<file path="src/rtl/bin2bcd_pkg.sv">
// rtl/bin2bcd_pkg.sv - shared types and constants for the binary-to-BCD display feeder
package bin2bcd_pkg;

  typedef enum logic [1:0] {
    IDLE  = 2'd0,
    SHIFT = 2'd1,
    BLANK = 2'd2,
    DONE  = 2'd3
  } state_e;

  localparam int          NUM_DIGITS   = 8;
  localparam int          SHIFT_CYCLES = 32;
  localparam logic [31:0] MAX_DEC      = 32'd99_999_999;
  localparam logic [31:0] OVF_PATTERN  = 32'hFFFF_FFFF;

endpackage

</file>
<file path="src/rtl/bin2bcd_disp_if.sv">
// rtl/bin2bcd_disp_if.sv - request/result bundle between the value source and the display feeder
interface bin2bcd_disp_if;
  import bin2bcd_pkg::*;

  logic                    start;
  logic [31:0]             value;
  logic                    hex_mode;
  logic                    blank_lz;
  logic                    busy;
  logic                    done;
  logic                    ovf;
  logic [31:0]             disp_data;
  logic [NUM_DIGITS-1:0]   disp_en;

  modport master (
    output start, value, hex_mode, blank_lz,
    input  busy, done, ovf, disp_data, disp_en
  );

  modport slave (
    input  start, value, hex_mode, blank_lz,
    output busy, done, ovf, disp_data, disp_en
  );

endinterface

</file>
<file path="src/rtl/bcd_add3_row.sv">
// rtl/bcd_add3_row.sv - double-dabble correction: +3 on every BCD nibble that is 5 or more
module bcd_add3_row
  import bin2bcd_pkg::*;
(
  input  logic [4*NUM_DIGITS-1:0] bcd_i,
  output logic [4*NUM_DIGITS-1:0] bcd_o
);

  // Each nibble is corrected independently; carries only move through the following shift.
  always_comb begin
    bcd_o = bcd_i;
    for (int i = 0; i < NUM_DIGITS; i++) begin
      if (bcd_i[4*i +: 4] >= 4'd5) begin
        bcd_o[4*i +: 4] = bcd_i[4*i +: 4] + 4'd3;
      end
    end
  end

endmodule

</file>
<file path="src/rtl/bin2bcd_disp.sv">
// rtl/bin2bcd_disp.sv - sequential 32-bit binary to 8-digit BCD/hex converter with leading-zero blanking
module bin2bcd_disp
  import bin2bcd_pkg::*;
(
  input  logic                 clk_100M,
  input  logic                 rst,
  bin2bcd_disp_if.slave        bus
);

  state_e                  state_q;
  logic [31:0]             bin_q;
  logic [31:0]             bcd_q;
  logic [4:0]              cnt_q;
  logic                    blank_lz_q;
  logic                    ovf_next_q;
  logic                    busy_q;
  logic                    done_q;
  logic                    ovf_q;
  logic [31:0]             disp_data_q;
  logic [NUM_DIGITS-1:0]   disp_en_q;

  logic [31:0]             bcd_adj;
  logic [NUM_DIGITS-1:0]   mask_d;

  bcd_add3_row u_add3 (
    .bcd_i (bcd_q),
    .bcd_o (bcd_adj)
  );

  // bcd_q doubles as the result register for hex and overflow, so the mask always scans it.
  always_comb begin
    logic seen;
    seen   = 1'b0;
    mask_d = '0;
    for (int i = 0; i < NUM_DIGITS; i++) begin
      seen      = seen | (bcd_q[31-4*i -: 4] != 4'd0);
      mask_d[i] = seen | !blank_lz_q | ovf_next_q;
    end
    mask_d[NUM_DIGITS-1] = 1'b1;
  end

  always_ff @(posedge clk_100M) begin
    if (rst) begin
      state_q     <= IDLE;
      bin_q       <= '0;
      bcd_q       <= '0;
      cnt_q       <= '0;
      blank_lz_q  <= 1'b0;
      ovf_next_q  <= 1'b0;
      busy_q      <= 1'b0;
      done_q      <= 1'b0;
      ovf_q       <= 1'b0;
      disp_data_q <= '0;
      disp_en_q   <= 8'h80;
    end else begin
      done_q <= 1'b0;
      case (state_q)
        IDLE: begin
          if (bus.start) begin
            blank_lz_q <= bus.blank_lz;
            bin_q      <= bus.value;
            cnt_q      <= '0;
            busy_q     <= 1'b1;
            if (bus.hex_mode) begin
              bcd_q      <= bus.value;
              ovf_next_q <= 1'b0;
              state_q    <= BLANK;
            end else if (bus.value > MAX_DEC) begin
              bcd_q      <= OVF_PATTERN;
              ovf_next_q <= 1'b1;
              state_q    <= BLANK;
            end else begin
              bcd_q      <= '0;
              ovf_next_q <= 1'b0;
              state_q    <= SHIFT;
            end
          end
        end
        SHIFT: begin
          {bcd_q, bin_q} <= {bcd_adj, bin_q} << 1;
          cnt_q          <= cnt_q + 5'd1;
          if (cnt_q == 5'(SHIFT_CYCLES - 1)) begin
            state_q <= BLANK;
          end
        end
        BLANK: begin
          // Outputs load together with done so the scanner never sees partial results.
          disp_data_q <= bcd_q;
          disp_en_q   <= mask_d;
          ovf_q       <= ovf_next_q;
          done_q      <= 1'b1;
          busy_q      <= 1'b0;
          state_q     <= DONE;
        end
        DONE: begin
          state_q <= IDLE;
        end
        default: begin
          state_q <= IDLE;
        end
      endcase
    end
  end

  assign bus.busy      = busy_q;
  assign bus.done      = done_q;
  assign bus.ovf       = ovf_q;
  assign bus.disp_data = disp_data_q;
  assign bus.disp_en   = disp_en_q;

endmodule
</file>
<file path="src/flat_wrapper.sv">
// flat-port wrapper written by rule: the top's interface ports become plain ports
module bin2bcd_disp_flat import bin2bcd_pkg::*;
  (clk_100M, rst, bus_start, bus_value, bus_hex_mode, bus_blank_lz, bus_busy, bus_done, bus_ovf, bus_disp_data, bus_disp_en);
  bin2bcd_disp_if bus_i ();
  input  logic clk_100M;
  input  logic rst;
  input wire logic [$bits(bus_i.start)-1:0] bus_start;
  input wire logic [$bits(bus_i.value)-1:0] bus_value;
  input wire logic [$bits(bus_i.hex_mode)-1:0] bus_hex_mode;
  input wire logic [$bits(bus_i.blank_lz)-1:0] bus_blank_lz;
  output wire logic [$bits(bus_i.busy)-1:0] bus_busy;
  output wire logic [$bits(bus_i.done)-1:0] bus_done;
  output wire logic [$bits(bus_i.ovf)-1:0] bus_ovf;
  output wire logic [$bits(bus_i.disp_data)-1:0] bus_disp_data;
  output wire logic [$bits(bus_i.disp_en)-1:0] bus_disp_en;
  assign bus_i.start = bus_start;
  assign bus_i.value = bus_value;
  assign bus_i.hex_mode = bus_hex_mode;
  assign bus_i.blank_lz = bus_blank_lz;
  assign bus_busy = bus_i.busy;
  assign bus_done = bus_i.done;
  assign bus_ovf = bus_i.ovf;
  assign bus_disp_data = bus_i.disp_data;
  assign bus_disp_en = bus_i.disp_en;
  bin2bcd_disp u_core (.clk_100M(clk_100M), .rst(rst), .bus(bus_i));
endmodule
</file>
<file path="config.mk">
export PLATFORM = sky130hd
export DESIGN_NAME = bin2bcd_disp_flat
export DESIGN_NICKNAME = d
export VERILOG_FILES = /design/src/rtl/bin2bcd_pkg.sv /design/src/rtl/bin2bcd_disp_if.sv /design/src/rtl/bcd_add3_row.sv /design/src/rtl/bin2bcd_disp.sv /design/src/flat_wrapper.sv
export SDC_FILE = /design/constraint.sdc
export NUM_CORES = 1
export LEC_CHECK = 0
export CELL_PAD_IN_SITES_DETAIL_PLACEMENT = 0
export CELL_PAD_IN_SITES_GLOBAL_PLACEMENT = 1
export CORE_MARGIN = 4
export CORE_UTILIZATION = 45
export DETAILED_ROUTE_END_ITERATION = 7
export HOLD_SLACK_MARGIN = 0.02
export PLACE_DENSITY_LB_ADDON = 0.1
export SETUP_SLACK_MARGIN = 0.1
export SLEW_MARGIN = 30
export SYNTH_ARGS = -nofsm -noshare
export SYNTH_HDL_FRONTEND = slang
export SYNTH_SLANG_ARGS = --single-unit
</file>
<file path="constraint.sdc">
create_clock -name clk_100M -period 3.1 [get_ports clk_100M]
set_clock_uncertainty 0.15 [all_clocks]
set_input_delay 0.31 -clock clk_100M [delete_from_list [all_inputs] [get_ports clk_100M]]
set_output_delay 0.31 -clock clk_100M [all_outputs]
set_load 0.01 [all_outputs]
</file>
# == Word level (Yosys, flattened, before mapping) ==
# Cells that the tools add are included.
# word_totals
reg_bits,115
latchBits,0
ram_bits,0
rom_bits,0
in_bits,37
out_inout_bits,43
word_cells,96
mem_count,0
# classes
addsub,9
n_mul,0
n_div,0
order_cmp,9
n_eq_ne,6
shift,0
muxes,26
bitwise_logic,20
n_reduce_logical,15
# op_table
operator,n
$mux W32,4
$pmux W32 S2,2
$ge A4 B3 Y1 const B,8
$gt A32 B27 Y1 const B,1
$add A4 B2 Y4 const B,7
$mux W4,7
$reduce_bool A4 Y1,7
$or A1 B1 Y1,20
$pmux W5 S2,1
$mux W2,4
$pmux W2 S4,1
$reduce_and A2 Y1,4
$add A5 B1 Y5 const B,1
$eq A5 B5 Y1 const B,1
$mux W5,1
$eq A2 B2 Y1 const B,2
$mux W1,4
$reduce_bool A2 Y1,2
$add A3 B2 Y3 const B,1
$mux W3,1
$eq A2 B1 Y1 const B,1
$logic_not A2 Y1,1
$ne A2 B1 Y1 const B,1
$ne A2 B2 Y1 const B,1
other kinds (2),2

# == Depth between registers and ports, before layout ==
# Gate-level depths: netlist of run 1.
# logic_depth
ltp_word,9
depth_mapped,9

# == By module ==
# From an unflattened synthesis of run 1, not the netlist that was laid out.
# hier_totals
hier_cells,641
area_unflattened_um2,5659.2
# by_module_without_submodules
mod,instances,cells_each,area_per_inst_um2
bin2bcd_disp,1,513,4848.4
bcd_add3_row,1,128,810.8

# == Worst setup path before layout of run 1 ==
# OpenSTA, ideal clock, no wires.
# synth_timing
path_kind,reg2reg
startpoint,register u_core.state_q[0]
endpoint,"register u_core.disp_en_q[4], in the netlist u_core.bus.disp_en[4]"
setup_ps,141
t_arrival_ps,1705
required_time_ps,2809
slack_ps,1104
path_stages_with_launch,9
n_path_buf,1
synth_period_minus_slack_ps,1996
path_cell_list,dfxtp_1 inv_1 ha_1 buf_2 nand4bb_1 nor4_1 nand3_1 nor4b_2 a311oi_1
# synth_via
elab_chain_len,1
# synth_lines
element,line,source
from (decl),bin2bcd_disp.sv:10,state_e state_q;
from (signal assigned),bin2bcd_disp.sv:44,state_q <= IDLE;
from (signal assigned),bin2bcd_disp.sv:67,state_q <= BLANK;
from (signal assigned),bin2bcd_disp.sv:71,state_q <= BLANK;
$eq A2 B2 Y1,bin2bcd_disp.sv:57,case (state_q)
to (signal assigned),bin2bcd_disp.sv:89,disp_en_q <= mask_d;
to (decl),bin2bcd_disp.sv:20,logic [NUM_DIGITS-1:0] disp_en_q;
# Every way passes these cells.
# A chain may end at the register's enable or synchronous reset.

# == Worst setup path after layout of run 1 ==
# layout_timing
startpoint,register u_core.state_q[1]
endpoint,register u_core.bcd_q[4]
# layout_via
elab_chain_len,3
word_cells_on_any_way,6
cone_classes,2 x eq/ne; 1 x mux; 3 x reduce/logical
# layout_lines
element,line,source
$eq A2 B1 Y1 or $logic_not A2 Y1 (tied branches),bin2bcd_disp.sv:57,
$reduce_bool A2 Y1 (no line) or $ne A2 B2 Y1 (tied branches),n/a,
$reduce_and A2 Y1 (no line),n/a,
to (signal assigned),bin2bcd_disp.sv:65,bcd_q <= bus.value;
to (signal assigned),bin2bcd_disp.sv:80,"{bcd_q, bin_q} <= {bcd_adj, bin_q} << 1;"
to (decl),bin2bcd_disp.sv:12,logic [31:0] bcd_q;
# Several ways; a longest one is shown, not always the timed one.

==> impl_metrics.tcl, run 1 <==
set metrics [dict create \
    synth_seq_area_share_pct 40.0 \
    clockBufferDepth 2 \
    grt_pass1_vias 4837 \
    synth_edf_count 0 \
    insertion_delay_ps 410 \
    vias_per_cell 5.53 \
    ys.flop_type "dfxtp_1" \
    endpoint_kind "register" \
    cts_resized 0 \
    num_vias 5002 \
    cts_made_buffers 17 \
    placed_cells 873 \
    syn_avg_cell_area_sq_um 8.74 \
    num_rows 41 \
    root_buffer "clkbuf_16" \
    start_util_pct 45.8 \
    crit_required_ps 3270 \
    hpwl_microns 10700 \
    dr.pass1.iters 5 \
    setup_slack_ps 417 \
    finalSetupTns_ps 0 \
    cts_tree "done" \
    overflow 0 \
    gp_congestion 0.807 \
    cp.arrival_ps 2860 \
    crit_path_top_delay_cell "or4_4" \
    place.port_buffers 78 \
    synth_warnings 0 \
    synth_nets 724 \
    slew_violations 0 \
    worstSetupPathType "register to register" \
    core_area_sq_um 12600 \
    grt_max_degree 53 \
    grt_use_total_pct 21.8 \
    synthDistinctLibCells 45 \
    max_stage_delay_ps 630 \
    io_pins 80 \
    hold_viol 0 \
    multiInputGateArea_sq_um 3180 \
    ctsHoldBuffers 0 \
    wl_microns 15600 \
    yosys.area.top_type "dfxtp_1" \
    syn_to_final_growth_pct 27.2 \
    fmax_ghz 0.373 \
    wl_per_cell_microns 17.3 \
    cts.sinks 115 \
    leakagePower_nw 2.74 \
    antenna_found_initial 0 \
    die_y_microns 121 \
    die_w_microns 121 \
    crit_fanout 32 \
    synthArstFlopShare_pct 0 \
    vdd_drop_max_mv 0.352 \
    ant_nets 0 \
    synth_area_sq_um 5760 \
    synth_top_area_share_pct 40.0 \
    total_power_mw 6.52 \
    drcViolationCount 0 \
    dp_slack_ps 449 \
    dieArea_sq_um 14700 \
    n_antenna_cell 0 \
    fill_cells 1136 \
    hp-class "primary input to register" \
    seq_area_sq_um 2300 \
    period_share_pct 86.5 \
    ys_ff_latch 115 \
    synthCells 659 \
    grt_pass1_wl_microns 25100 \
    path_clk_slew_ps 50 \
    power.density_nw_per_um2 890 \
    relSlewSlack_pct 49.7 \
    crit_chain "inv_1, ha_1, nand2_1, or2_2, or4_4, o31ai_1" \
    outcome "completed" \
    tightest_slew_ps 753 \
    drt_iter0_markers 373 \
    drive_gt1_share_pct 6.96 \
    max-cap-violations 0 \
    period_needed_ps 2680 \
    post_cts_buffers 0 \
    rsz0062_at_grt "no" \
    layout.cells.non_filler 905 \
    fin_util_pct 58.3 \
    final_nets 785 \
    crit_path_start_kind "register" \
    setup_viol 0 \
    synth.area.top_cells "dfxtp_1 40%, mux2i_1 13%, ha_1 6.1%" \
    htree_levels 4 \
]
==> cell usage after synthesis, drive strengths merged (2+ instances only) <==
cell type and count:
a211oi 44, a21oi 41, a221oi 12, a22oi 2
a31oi 2, a32oi 2, and2 6, and3 2
buf 18, clkbuf 31, dfxtp 115, ha 28
inv 19, mux2i 73, nand2 30, nand2b 17
nand3 5, nand3b 2, nand4 2, nor2 87
nor2b 4, nor3 7, nor3b 10, nor4 3
o21ai 68, o31ai 7, xnor2 8
==> routing by layer <==
| metal | global-route usage [%] | share of wire, % |
|---|---|---|
| met5 | 0 | 0 |
| met4 | 10.6 | 3.1 |
| met3 | 4.43 | 3.9 |
| met2 | 35.7 | 49 |
| met1 | 27.3 | 44 |
==> cells by family after synthesis <==
| logic type | share of synthesized area (%) |
|---|---|
| AOI/OAI and AO/OA | 19.5 |
| and+or+nand+nor | 15.0 |
| DFF | 40.0 |
| muxes | 12.9 |
| buffers and inverters | 5.08 |
| adders and majority gates | 6.08 |
| xor gates and xnor gates | 1.37 |
| other | 0.0651 |
==> power breakdown <==
part	leakage (nW)	switching, mW	internal [mW]	total (mW)
sequential	0.947	0.324	1.82	2.15
combinational	1.47	1.17	0.976	2.15
clock	0.324	0.679	1.54	2.22
==> worst paths after layout <==
check | startpoint | end | slack, ps | cells after the start
setup / recovery | u_core.state_q[1]$_SDFFE_PP0P_ | u_core.bcd_q[4]$_SDFFE_PP0P_ | 420 | 6
hold / removal | rst | u_core.bus.disp_data[31]$_SDFFE_PP0P_ | 190 | 2
setup reg to reg | u_core.state_q[1]$_SDFFE_PP0P_ | u_core.bcd_q[4]$_SDFFE_PP0P_ | 420 | 6
hold reg to reg | u_core.cnt_q[4]$_SDFFE_PP0P_ | u_core.cnt_q[4]$_SDFFE_PP0P_ | 330 | 2
==> flip-flops by register name, indices dropped and copies added (netlist names) <==
name and cells:
u_core.bus.busy 1, u_core.bus.disp_data 32, u_core.state_q 2, u_core.bcd_q 32, u_core.bus.ovf 1, u_core.ovf_next_q 1, u_core.bus.done 1, u_core.bus.disp_en 7
u_core.blank_lz_q 1, u_core.bin_q 32, u_core.cnt_q 5
==> cell usage in the layout (no fill, tap or decap), types with 7 or more instances in the layout <==
cell	netlist	routed
dfxtp_1	115	115
nor2_1	87	87
clkdlybuf4s50_1	0	77
mux2i_1	73	73
o21ai_0	49	48
a211oi_1	44	44
a21oi_1	41	41
nand2_1	30	30
ha_1	28	26
o21ai_1	19	19
inv_1	19	19
nand2b_1	17	17
clkbuf_16	0	17
a221oi_1	12	12
buf_4	1	12
nor3b_1	10	10
xnor2_1	8	8
o31ai_1	7	7
nor3_1	7	7
==> through the flow <==
stage          area (sq um)  hold WS [ps]
2_1_floorplan          5760           286
3_3_place_gp           6660           294
3_5_place_dp           6660           312
4_1_cts                7320           174
5_1_grt                7320           203
6_report               7320           195
==> layout make-up <==
cell class,instances,share of cell area (%)
Multi-Input combinational cell,476,43.4
Sequential cell,115,31.4
Timing Repair Buffer,91,12.1
Clock buffer,22,6.34
Tap cell,172,2.94
Clock inverter,10,2.77
Inverter,19,0.974
==> worst max-delay path: cells and delay by family (launching register included) <==
family,cells,cell delay [ps]
DFF,1,310
and+or+nand+nor,3,1300
AOI/OAI and AO/OA,1,140
adders and majority gates,1,560
buffers and inverters,1,110
No activity file was read; power rests on OpenSTA's default activity.
==> run 2: changes to the inputs <==
- CORE_ASPECT_RATIO: unset -> 2
==> impl_metrics.tcl, run 2 (synthesis results as in run 1) <==
set metrics [dict create \
    clockBufferDepth 2 \
    root_buffer "clkbuf_16" \
    core_area_sq_um 12600 \
    die_w_microns 88.0 \
    layout.cells.non_filler 880 \
    max-cap-violations 0 \
    cts.sinks 115 \
    placed_cells 849 \
    wl_per_cell_microns 18.2 \
    power.density_nw_per_um2 875 \
    drive_gt1_share_pct 6.30 \
    ff2ff_path_depth 6 \
    rrSetupSlack_ps 450 \
    cp.arrival_ps 2810 \
    hp-class "register to register" \
    finalSetupTns_ps 0 \
    hold_viol 0 \
    multiInputGateArea_sq_um 3180 \
    grt_max_degree 66 \
    worstSetupPathType "register to register" \
    r2r_start "u_core.state_q[1]$_SDFFE_PP0P_" \
    hold_start "u_core.cnt_q[4]$_SDFFE_PP0P_" \
    postLayoutCellArea_sq_um 7230 \
    holdPathEnd "u_core.cnt_q[4]$_SDFFE_PP0P_" \
    grt_use_total_pct 22.5 \
    dieArea_sq_um 14800 \
    fmax_ghz 0.377 \
    outcome "completed" \
    relSlewSlack_pct 52.1 \
    wl_microns 16000 \
    cts_resized 0 \
    num_vias 5019 \
    min_delay_path_depth 2 \
    hpwl_microns 10800 \
    timing.rr.end "u_core.bcd_q[12]$_SDFFE_PP0P_" \
    seq_area_sq_um 2300 \
    mostFrequentLayoutCell "dfxtp_1" \
    insertion_delay_ps 410 \
    cts_made_buffers 17 \
    crit_required_ps 3260 \
    syn_to_final_growth_pct 25.6 \
    crit_path_start_kind "register" \
    num_rows 58 \
    crit_fanout 32 \
    rsz0062_at_grt "no" \
    period_needed_ps 2650 \
    setup_slack_ps 449 \
    grt_pass1_vias 4981 \
    fill_cells 1143 \
    path_clk_slew_ps 50 \
    drt_iter0_markers 329 \
    slew_violations 0 \
    place.port_buffers 78 \
    period_share_pct 85.5 \
    dr.pass1.iters 4 \
    setup_viol 0 \
    die_y_microns 168 \
    drcViolationCount 0 \
    start_util_pct 45.9 \
    vdd_drop_max_mv 0.532 \
    ctsHoldBuffers 0 \
    n_antenna_cell 0 \
    gp_congestion 0.785 \
    ant_nets 0 \
    io_pins 80 \
    cts_tree "done" \
    antenna_found_initial 0 \
    post_cts_buffers 0 \
    grt_pass1_wl_microns 26200 \
    mostFrequentLayoutCells "115 x dfxtp_1, 87 x nor2_1, 77 x clkdlybuf4s50_1, 73 x mux2i_1, 48 x o21ai_0" \
    leakagePower_nw 2.71 \
    endpoint_kind "register" \
    dpl_cell_area_sq_um 6610 \
    dp_slack_ps 436 \
    vias_per_cell 5.70 \
    tightest_slew_ps 717 \
    htree_levels 4 \
    final_nets 783 \
    overflow 0 \
]
## run 2: cell types whose count changed in the layout (fill, tap and decap cells not counted), sizes merged
| cell | change |
|---|---|
| clkbuf | +6 |
| clkinv | -3 |
| bufinv | -3 |
| buf | -2 |
| clkinvlp | -1 |
## run 2: metal layers
layer / vias up / track usage [%] / routed length [microns]
met5: - / 0 / 0
met4: 0 / 6.75 / 232
met3: 16 / 4.11 / 702
met2: 126 / 37.6 / 8110
met1: 2414 / 29.0 / 6930
li1: 2463 / - / -
## run 2: worst max-delay path, cell delays in order, from the launching register on
cell     delay (ps)
dfxtp_1         310
inv_1           120
ha_1            550
nand2_1         250
or2_2           380
or4_4           630
o31ai_1         150
## run 2: worst max-delay path by stage
stage                                         startpoint                                 end  slack (ps)  cells past startpoint
after detailed placement  u_core.state_q[1]$_SDFFE_PP0P_        u_core.bcd_q[7]$_SDFFE_PP0P_         440                      6
after CTS                 u_core.state_q[1]$_SDFFE_PP0P_        u_core.bcd_q[7]$_SDFFE_PP0P_         450                      6
after floorplan           u_core.state_q[0]$_SDFFE_PP0P_  u_core.bus.disp_en[4]$_SDFFE_PP0P_        1100                      8
after global placement                     bus_value[25]        u_core.bcd_q[4]$_SDFFE_PP0P_         520                      6
after global routing      u_core.state_q[1]$_SDFFE_PP0P_        u_core.bcd_q[7]$_SDFFE_PP0P_         290                      6
final                     u_core.state_q[1]$_SDFFE_PP0P_       u_core.bcd_q[12]$_SDFFE_PP0P_         450                      6
## run 2: power breakdown
part / internal (mW) / total, mW / leakage (nW) / switching, mW
registers: 1.82 / 2.15 / 0.947 / 0.328
clock network: 1.39 / 2.04 / 0.301 / 0.650
logic: 0.975 / 2.13 / 1.46 / 1.16
total: 4.19 / 6.32 / 2.71 / 2.13
## run 2: cell type report
type | count | share of cell area (%)
flip-flops and latches | 115 | 31.8
multi-input cells | 476 | 44.0
clock inverters | 3 | 1.25
well taps | 150 | 2.60
inverters | 19 | 0.986
clock buffers | 28 | 7.28
repair buffers | 89 | 12.0
## run 2: metrics by stage
step | hold WS, ps | power [mW] | util (%)
finish | 310 | 6.32 | 57.6
global route | 329 | 6.74 | 57.6
CTS | 305 | 6.37 | 57.6
detailed placement | 303 | 4.30 | 52.7
global placement | 293 | 4.25 | 52.7
floorplan | 286 | 3.59 | -
